### src/rtl/conv_pkg.sv
// rtl/conv_pkg.sv - shared constants and state type for the 3x3 convolution stream engine
package conv_pkg;
   localparam int IMG_N    = 6;
   localparam int K        = 3;
   localparam int W_BITS   = 4;
   localparam int OUT_BITS = 8;
   localparam int OUT_N    = IMG_N - K + 1;
   localparam int CRD_W    = 3;

   typedef enum logic [1:0] {
      IDLE,
      CALC,
      OUT,
      DONE
   } conv_state_e;
endpackage

### src/rtl/conv_window_mac.sv
// rtl/conv_window_mac.sv - combinational 3x3 binary-window multiply-accumulate with optional ReLU
module conv_window_mac
   import conv_pkg::*;
#(
   parameter int K        = conv_pkg::K,
   parameter int W_BITS   = conv_pkg::W_BITS,
   parameter int OUT_BITS = conv_pkg::OUT_BITS,
   parameter int RELU     = 1
) (
   input  logic [K*K-1:0]                win,
   input  logic [K*K*W_BITS-1:0]         weights,
   output logic signed [OUT_BITS-1:0]    sum
);
   logic signed [OUT_BITS-1:0] acc;
   logic signed [W_BITS-1:0]   w;

   always_comb begin
      acc = '0;
      w   = '0;
      for (int i = 0; i < K*K; i++) begin
         w = weights[i*W_BITS +: W_BITS];
         // pixels are 1-bit, so each product is either the weight or nothing
         if (win[i]) begin
            acc = acc + {{(OUT_BITS-W_BITS){w[W_BITS-1]}}, w};
         end
      end
      sum = acc;
      if (RELU != 0 && acc[OUT_BITS-1]) begin
         sum = '0;
      end
   end
endmodule

### src/rtl/conv_stream_engine.sv
// rtl/conv_stream_engine.sv - latches a 6x6 binary image and 3x3 kernel, streams the 4x4 valid convolution
module conv_stream_engine
   import conv_pkg::*;
#(
   parameter int IMG_N    = conv_pkg::IMG_N,
   parameter int K        = conv_pkg::K,
   parameter int W_BITS   = conv_pkg::W_BITS,
   parameter int OUT_BITS = conv_pkg::OUT_BITS,
   parameter int RELU     = 1
) (
   input  logic                        clk,
   input  logic                        rst_n,
   input  logic                        start,
   input  logic [IMG_N*IMG_N-1:0]      image_in,
   input  logic [K*K*W_BITS-1:0]       kernel_in,
   output logic                        busy,
   output logic                        out_valid,
   input  logic                        out_ready,
   output logic signed [OUT_BITS-1:0]  out_data,
   output logic [CRD_W-1:0]            out_row,
   output logic [CRD_W-1:0]            out_col,
   output logic                        out_last,
   output logic                        done
);
   localparam int PIX_N = IMG_N * IMG_N;
   localparam int IDX_W = $clog2(PIX_N);
   localparam logic [CRD_W-1:0] LAST_CRD = CRD_W'(IMG_N - K);

   conv_state_e state_q, state_d;
   logic [PIX_N-1:0]          img_q, img_d;
   logic [K*K*W_BITS-1:0]     ker_q, ker_d;
   logic [CRD_W-1:0]          row_q, row_d, col_q, col_d;
   logic signed [OUT_BITS-1:0] data_q, data_d;
   logic                      valid_q, valid_d, last_q, last_d;

   logic [CRD_W-1:0] adv_row, adv_col, sel_row, sel_col;
   logic [IDX_W-1:0] base;
   logic [K*K-1:0]   win;
   logic signed [OUT_BITS-1:0] mac_sum;
   logic             sel_is_last;

   // The MAC always sees the window that will be presented after the next edge.
   always_comb begin
      adv_row = row_q;
      adv_col = col_q + 1'b1;
      if (col_q == LAST_CRD) begin
         adv_col = '0;
         adv_row = row_q + 1'b1;
      end
      sel_row = (state_q == OUT) ? adv_row : row_q;
      sel_col = (state_q == OUT) ? adv_col : col_q;
      sel_is_last = (sel_row == LAST_CRD) && (sel_col == LAST_CRD);
      base = IDX_W'(sel_row) * IDX_W'(IMG_N) + IDX_W'(sel_col);
      win  = '0;
      for (int i = 0; i < K*K; i++) begin
         win[i] = img_q[base + IDX_W'((i / K) * IMG_N + (i % K))];
      end
   end

   conv_window_mac #(
      .K        (K),
      .W_BITS   (W_BITS),
      .OUT_BITS (OUT_BITS),
      .RELU     (RELU)
   ) u_mac (
      .win     (win),
      .weights (ker_q),
      .sum     (mac_sum)
   );

   always_comb begin
      state_d = state_q;
      img_d   = img_q;
      ker_d   = ker_q;
      row_d   = row_q;
      col_d   = col_q;
      data_d  = data_q;
      valid_d = valid_q;
      last_d  = last_q;
      case (state_q)
         IDLE: begin
            if (start) begin
               img_d   = image_in;
               ker_d   = kernel_in;
               row_d   = '0;
               col_d   = '0;
               state_d = CALC;
            end
         end
         CALC: begin
            data_d  = mac_sum;
            valid_d = 1'b1;
            last_d  = sel_is_last;
            state_d = OUT;
         end
         OUT: begin
            if (out_ready) begin
               if (last_q) begin
                  valid_d = 1'b0;
                  last_d  = 1'b0;
                  state_d = DONE;
               end else begin
                  row_d  = adv_row;
                  col_d  = adv_col;
                  data_d = mac_sum;
                  last_d = sel_is_last;
               end
            end
         end
         DONE: begin
            state_d = IDLE;
         end
         default: begin
            state_d = IDLE;
         end
      endcase
   end

   always_ff @(posedge clk or negedge rst_n) begin
      if (!rst_n) begin
         state_q <= IDLE;
         img_q   <= '0;
         ker_q   <= '0;
         row_q   <= '0;
         col_q   <= '0;
         data_q  <= '0;
         valid_q <= 1'b0;
         last_q  <= 1'b0;
      end else begin
         state_q <= state_d;
         img_q   <= img_d;
         ker_q   <= ker_d;
         row_q   <= row_d;
         col_q   <= col_d;
         data_q  <= data_d;
         valid_q <= valid_d;
         last_q  <= last_d;
      end
   end

   assign busy      = (state_q != IDLE);
   assign done      = (state_q == DONE);
   assign out_valid = valid_q;
   assign out_data  = data_q;
   assign out_row   = row_q;
   assign out_col   = col_q;
   assign out_last  = last_q;
endmodule

### config.mk
export PLATFORM = sky130hd
export DESIGN_NAME = conv_stream_engine
export DESIGN_NICKNAME = d
export VERILOG_FILES = /design/src/rtl/conv_pkg.sv /design/src/rtl/conv_window_mac.sv /design/src/rtl/conv_stream_engine.sv
export SDC_FILE = /design/constraint.sdc
export NUM_CORES = 1
export LEC_CHECK = 0
export CELL_PAD_IN_SITES_DETAIL_PLACEMENT = 1
export CELL_PAD_IN_SITES_GLOBAL_PLACEMENT = 2
export CORE_MARGIN = 1.5
export CORE_UTILIZATION = 33
export DETAILED_ROUTE_END_ITERATION = 8
export GPL_TIMING_DRIVEN = 0
export PLACE_DENSITY = 0.82
export SYNTH_ARGS = -nofsm -noshare
export SYNTH_HDL_FRONTEND = slang
export SYNTH_SLANG_ARGS = --single-unit
export TNS_END_PERCENT = 20
### constraint.sdc
create_clock -name clk -period 11.6 [get_ports clk]
set_clock_uncertainty 0.1 [all_clocks]
set_input_delay 2.32 -clock clk [delete_from_list [all_inputs] [get_ports clk]]
set_output_delay 2.32 -clock clk [all_outputs]
set_load 0.02 [all_outputs]
==> results_dict.tcl, run 1 <==
set metrics [dict create \
    synthToLayoutAreaGrowth_pct 29.9 \
    tritoncts "done" \
    finalHoldViolCount 0 \
    syn_area_um2 9920 \
    fin_nets 1368 \
    rsz0062_at_grt "true" \
    fmax_mhz 85.4 \
    relSlewSlack_pct 18.7 \
    dp_cells 1535 \
    grt_pass1_vias 9445 \
    arrival_ns 11.89 \
    die_h_um 176 \
    num-fill-cells 3340 \
    layout.cells.most_common "clkdlybuf4s50_1" \
    gp_congestion 0.905 \
    timing.final.ws_setup_ns -0.115 \
    holdWs_ns 0.403 \
    cts.htree.levels 3 \
    ys_seq_area_share_pct 22.4 \
    rows 63 \
    wl_per_cell_um 20.3 \
    final_cells 1605 \
    synth_area_per_cell_um2 9.43 \
    fin_crit_sh_pct 101 \
    die_w_um 176 \
    vias 8955 \
    worst_path_dominant_cell_family "adder cells" \
    synth_nets 1209 \
    diodes 0 \
    final_cell_mix "clkdlybuf4s50_1, dfrtp_1, mux2_2" \
    cts_made_buffers 9 \
    synthArstFlopShare_pct 100 \
    dr.pass1.iters 5 \
    period_minus_slack_ns 11.71 \
    die_area_um2 31100 \
    crit_path_max_fanout 10 \
    pin_count 94 \
    critPathRequiredTime_ns 11.77 \
    antenna_found_initial 0 \
    drive_gt1_share_pct 28.8 \
    avgViaCountPerCell 5.58 \
    cts_hold_buf 0 \
    synth_warnings 0 \
    routed_wirelength_um 32500 \
    clock_latency_ns 0.36 \
    status "finished, violations left" \
    cts_root_buffer "clkbuf_16" \
    grt_max_degree 47 \
    final_util_pct 43.5 \
    crit_path_start_kind "flop" \
    cts.sinks 89 \
    start_util_pct 33.5 \
    cp_slowest_cell "fa_2" \
    grt_overflow_total 0 \
    drc 0 \
    port_buffers 92 \
    ys.flop_type "dfrtp_1" \
    synthCells 1052 \
    worst-path-buf-inv 8 \
    ys_ff_latch 89 \
    final_max_slew_viol_count 0 \
    hpwl_um 24400 \
    cp_slowest_stage_delay_ns 0.62 \
    setup_viol 7 \
    cp-end-kind "flop" \
    cpMostUsedCell "ha_4" \
    synth_edf_count 0 \
    worst_pin_slew_ns 1.21 \
    clock_path_buffers 2 \
    postRouteAntennaNets 0 \
    clkTransAtPathRegs_ns 0.07 \
    core-area_um2 29600 \
    critical_path_class "reg -> reg" \
    grtUsageTotal_pct 21.1 \
    drtIter0Drc 381 \
    violations "negative setup slack" \
    hp-class "reg -> reg" \
    grt_pass1_wl_um 51300 \
    maxCapViolations 0 \
    yosysUniqueCellTypes 81 \
]
## cell usage after synthesis, types with 14 or more instances
cell type	number	area (um2)
mux4_2	34	766
nor2b_1	17	106
mux2i_1	42	420
mux2_2	87	980
o21ai_0	30	150
buf_2	14	70.1
ha_1	70	876
nand2_1	86	323
nor2_1	61	229
xnor2_1	50	438
a21oi_1	62	310
nand3_1	29	145
a31oi_1	14	87.6
inv_1	60	225
dfrtp_1	89	2230
a21o_1	35	263
nor3_1	18	90.1
clkbuf_1	23	86.3
## cell families (layout without fill, tap and decap cells)
logic type	count (synthesis)	in the layout	synth area share [%]
simple gates	267	267	12.9
compound gates	263	263	18.5
mux	163	163	21.8
buf+inv	115	278	4.84
flops	89	89	22.4
fa+ha+maj	81	81	11.0
xor+xnor	73	73	8.46
other cells	1	1	0.0378
## metrics by stage
step                      setup TNS [ns]  worst slack (ns)  area, um2
final                             -0.714            -0.115      12900
after detailed placement          -14.18             -2.08      11500
after global routing               -4.51            -0.653      12900
after CTS                         -0.676            -0.102      12500
after floorplan                        0            0.0163      10000
after global placement            -13.53             -1.96      11400
## state kept, by name, summed over array words and instances (netlist names)
name,flops
img_q,36
ker_q,36
out_data,7
out_col,3
out_row,3
state_q,2
out_last,1
out_valid,1
## worst register-to-register path: cells and delay by family, from the launching register on
family | cells | cell delay (ns)
adder cells (fa/ha/maj) | 12 | 4.25
AO/OA/AOI/OAI | 15 | 2.86
AND/OR/NAND/NOR | 13 | 2.01
buffers and inverters | 8 | 0.91
multiplexers | 2 | 0.61
XOR/XNOR | 3 | 0.48
flip-flops | 1 | 0.41
## per-layer routing
| layer | routed length (um) | part of all wire [%] | GRT usage, % | up-vias |
|---|---|---|---|---|
| met3 | 1560 | 4.8 | 3.32 | 57 |
| met1 | 14400 | 44 | 26.9 | 4485 |
| met5 | 0 | 0 | 0 | - |
| met2 | 15700 | 48 | 36.3 | 221 |
| met4 | 855 | 2.6 | 6.74 | 0 |
| li1 | - | - | - | 4192 |
## worst paths after layout
kind	start	endpoint	slack [ns]	cells after the start
setup / recovery	state_q[1]	out_data[4]	-0.11	53
hold / removal	out_data[1]	out_data[1]	0.40	2
setup reg to reg	state_q[1]	out_data[4]	-0.11	53
hold reg to reg	out_data[1]	out_data[1]	0.40	2
max in group asynchronous	rst_n	ker_q[23]	8.88	2
min in group asynchronous	rst_n	out_row[2]	1.87	1
## area by class of cell
cell class	count	area (um2)	area share, %
plain buffers	50	353	2.74
clock buffers	11	233	1.81
clock inverters	4	30.0	0.233
inverters	64	254	1.97
multi-input cells	848	7920	61.4
flip-flops and latches	89	2230	17.3
well taps	390	488	3.79
repair buffers	149	1390	10.8
## what timing repair did
action,in CTS,in global routing
cloned,0,0
gates resized for setup,90,50
endpoints found under the setup margin,7,7
setup buffers,43,14
pin swaps,25,31
Power of run 1 is not shown: default switching activity piles up to over one toggle a cycle in this logic, so the estimate is an artifact.
==> run 2: changes to the inputs <==
--- a/constraint.sdc
+++ b/constraint.sdc
@@ -3,3 +3,3 @@
 set_input_delay 2.32 -clock clk [delete_from_list [all_inputs] [get_ports clk]]
 set_output_delay 2.32 -clock clk [all_outputs]
-set_load 0.02 [all_outputs]
+set_load 0.05 [all_outputs]
==> run 2 against run 1 <==
Net effect: the flow still finishes with violations (negative setup slack); hold slack improved by 0.0026 ns; global-route usage increased by 0.39 points; critical path type unchanged; fmax increased by 0.80%; critical path depth unchanged.
==> results_dict.tcl, run 2 (synthesized netlist as in run 1, its figures left out) <==
set metrics [dict create \
    final_cell_mix "clkdlybuf4s50_1, dfrtp_1, mux2_2" \
    period_minus_slack_ns 11.62 \
    drc 0 \
    hp-class "reg -> reg" \
    die_area_um2 31100 \
    post_dp_cell_area_um2 11500 \
    violations "negative setup slack" \
    gp_congestion 0.912 \
    final_util_pct 43.4 \
    hpwl_um 25000 \
    critPathRequiredTime_ns 11.78 \
    cts.htree.levels 3 \
    finalSetupTns_ns -0.0945 \
    start_util_pct 33.5 \
    tritoncts "done" \
    port_buffers 92 \
    clock_latency_ns 0.36 \
    cpMostUsedCell "fa_1" \
    routed_wirelength_um 33000 \
    critical_path_class "reg -> reg" \
    clkTransAtPathRegs_ns 0.07 \
    relSlewSlack_pct 21.5 \
    crit_path_start_kind "flop" \
    setup_viol 7 \
    grt_overflow_total 0 \
    rsz0062_at_grt "true" \
    cts_hold_buf 0 \
    postRouteAntennaNets 0 \
    worst_pin_slew_ns 1.17 \
    grt_pass1_vias 9563 \
    dr.pass1.iters 5 \
    r2r_setup_slack_ns -0.02 \
    diodes 0 \
    core-area_um2 29600 \
    die_w_um 176 \
    cp-end-kind "flop" \
    holdWs_ns 0.406 \
    drive_gt1_share_pct 28.9 \
    final_area_um2 12900 \
    cts_root_buffer "clkbuf_16" \
    cts.sinks 89 \
    synthToLayoutAreaGrowth_pct 29.6 \
    maxCapViolations 0 \
    die_h_um 176 \
    status "finished, violations left" \
    fin_crit_sh_pct 100 \
    drtIter0Drc 401 \
    vias 8948 \
    grt_max_degree 62 \
    grt_pass1_wl_um 52200 \
    layout.cells.most_common "clkdlybuf4s50_1" \
    clock_path_buffers 2 \
    arrival_ns 11.80 \
    final_max_slew_viol_count 0 \
    cp_slowest_cell "fa_2" \
    wl_per_cell_um 20.5 \
    avgViaCountPerCell 5.56 \
    num-fill-cells 3384 \
    grtUsageTotal_pct 21.4 \
    crit_path_max_fanout 7 \
    rows 63 \
    fin_nets 1372 \
    finalHoldViolCount 0 \
    timing.final.ws_setup_ns -0.0222 \
    antenna_found_initial 0 \
    fmax_mhz 86.0 \
    cts_made_buffers 9 \
    cp_slowest_stage_delay_ns 0.62 \
    pin_count 94 \
]
[run 2: cell types whose count changed in the layout (fill, tap and decap cells not counted), sizes merged]
cell	previous run	this run
buf	85	89
bufinv	0	1
clkinv	3	4
clkinvlp	2	1
[run 2: final timing paths]
| check | to | cells after the start | startpoint |
|---|---|---|---|
| worst max-delay path | out_data[6] | 53 | out_col[1] |
| worst min-delay path | out_data[1] | 2 | out_data[1] |
| worst max register to register | out_data[6] | 53 | out_col[1] |
| worst min register to register | out_data[1] | 2 | out_data[1] |
| max in group asynchronous | img_q[5] | 2 | rst_n |
| min in group asynchronous | ker_q[20] | 1 | rst_n |
[run 2: cell type report]
class | count | area, um2 | share of cell area (%)
multi-input cells | 848 | 7780 | 60.5
flip-flops and latches | 89 | 2230 | 17.3
repair buffers | 154 | 1430 | 11.1
well taps | 390 | 488 | 3.79
plain buffers | 49 | 364 | 2.83
inverters | 64 | 255 | 1.99
clock buffers | 11 | 243 | 1.89
clock inverters | 5 | 61.3 | 0.477
[run 2: repair_timing]
item                       in CTS  in global routing
pin swaps                      35                 26
setup endpoints to repair       7                  7
resized for setup              95                 30
setup buffers                  54                  8
hold endpoints to repair        0                  0
[run 2: metal layers]
layer	GRT usage [%]	wire, um
met1	27.0	14300
met2	37.0	16300
met3	3.75	1570
met4	7.27	813
met5	0	0
[run 2: through the flow]
step                setup slack (ns)  instances
floorplan                     0.0113       1052
CTS                           0.0146       1602
finish                       -0.0222       1610
detailed placement             -2.02       1535
global route                  -0.524       1610
global placement               -1.87       1534
[run 2: critical path, delay by kind of cell (launching register included)]
kind            cells  cell delay, ns
fa+ha+maj          12            4.83
compound gates     13            2.30
simple gates       13            1.68
buf+inv            10            1.04
mux                 3            0.84
flops               1            0.43
xor+xnor            2            0.31
Power of run 2 is left out for the same reason.
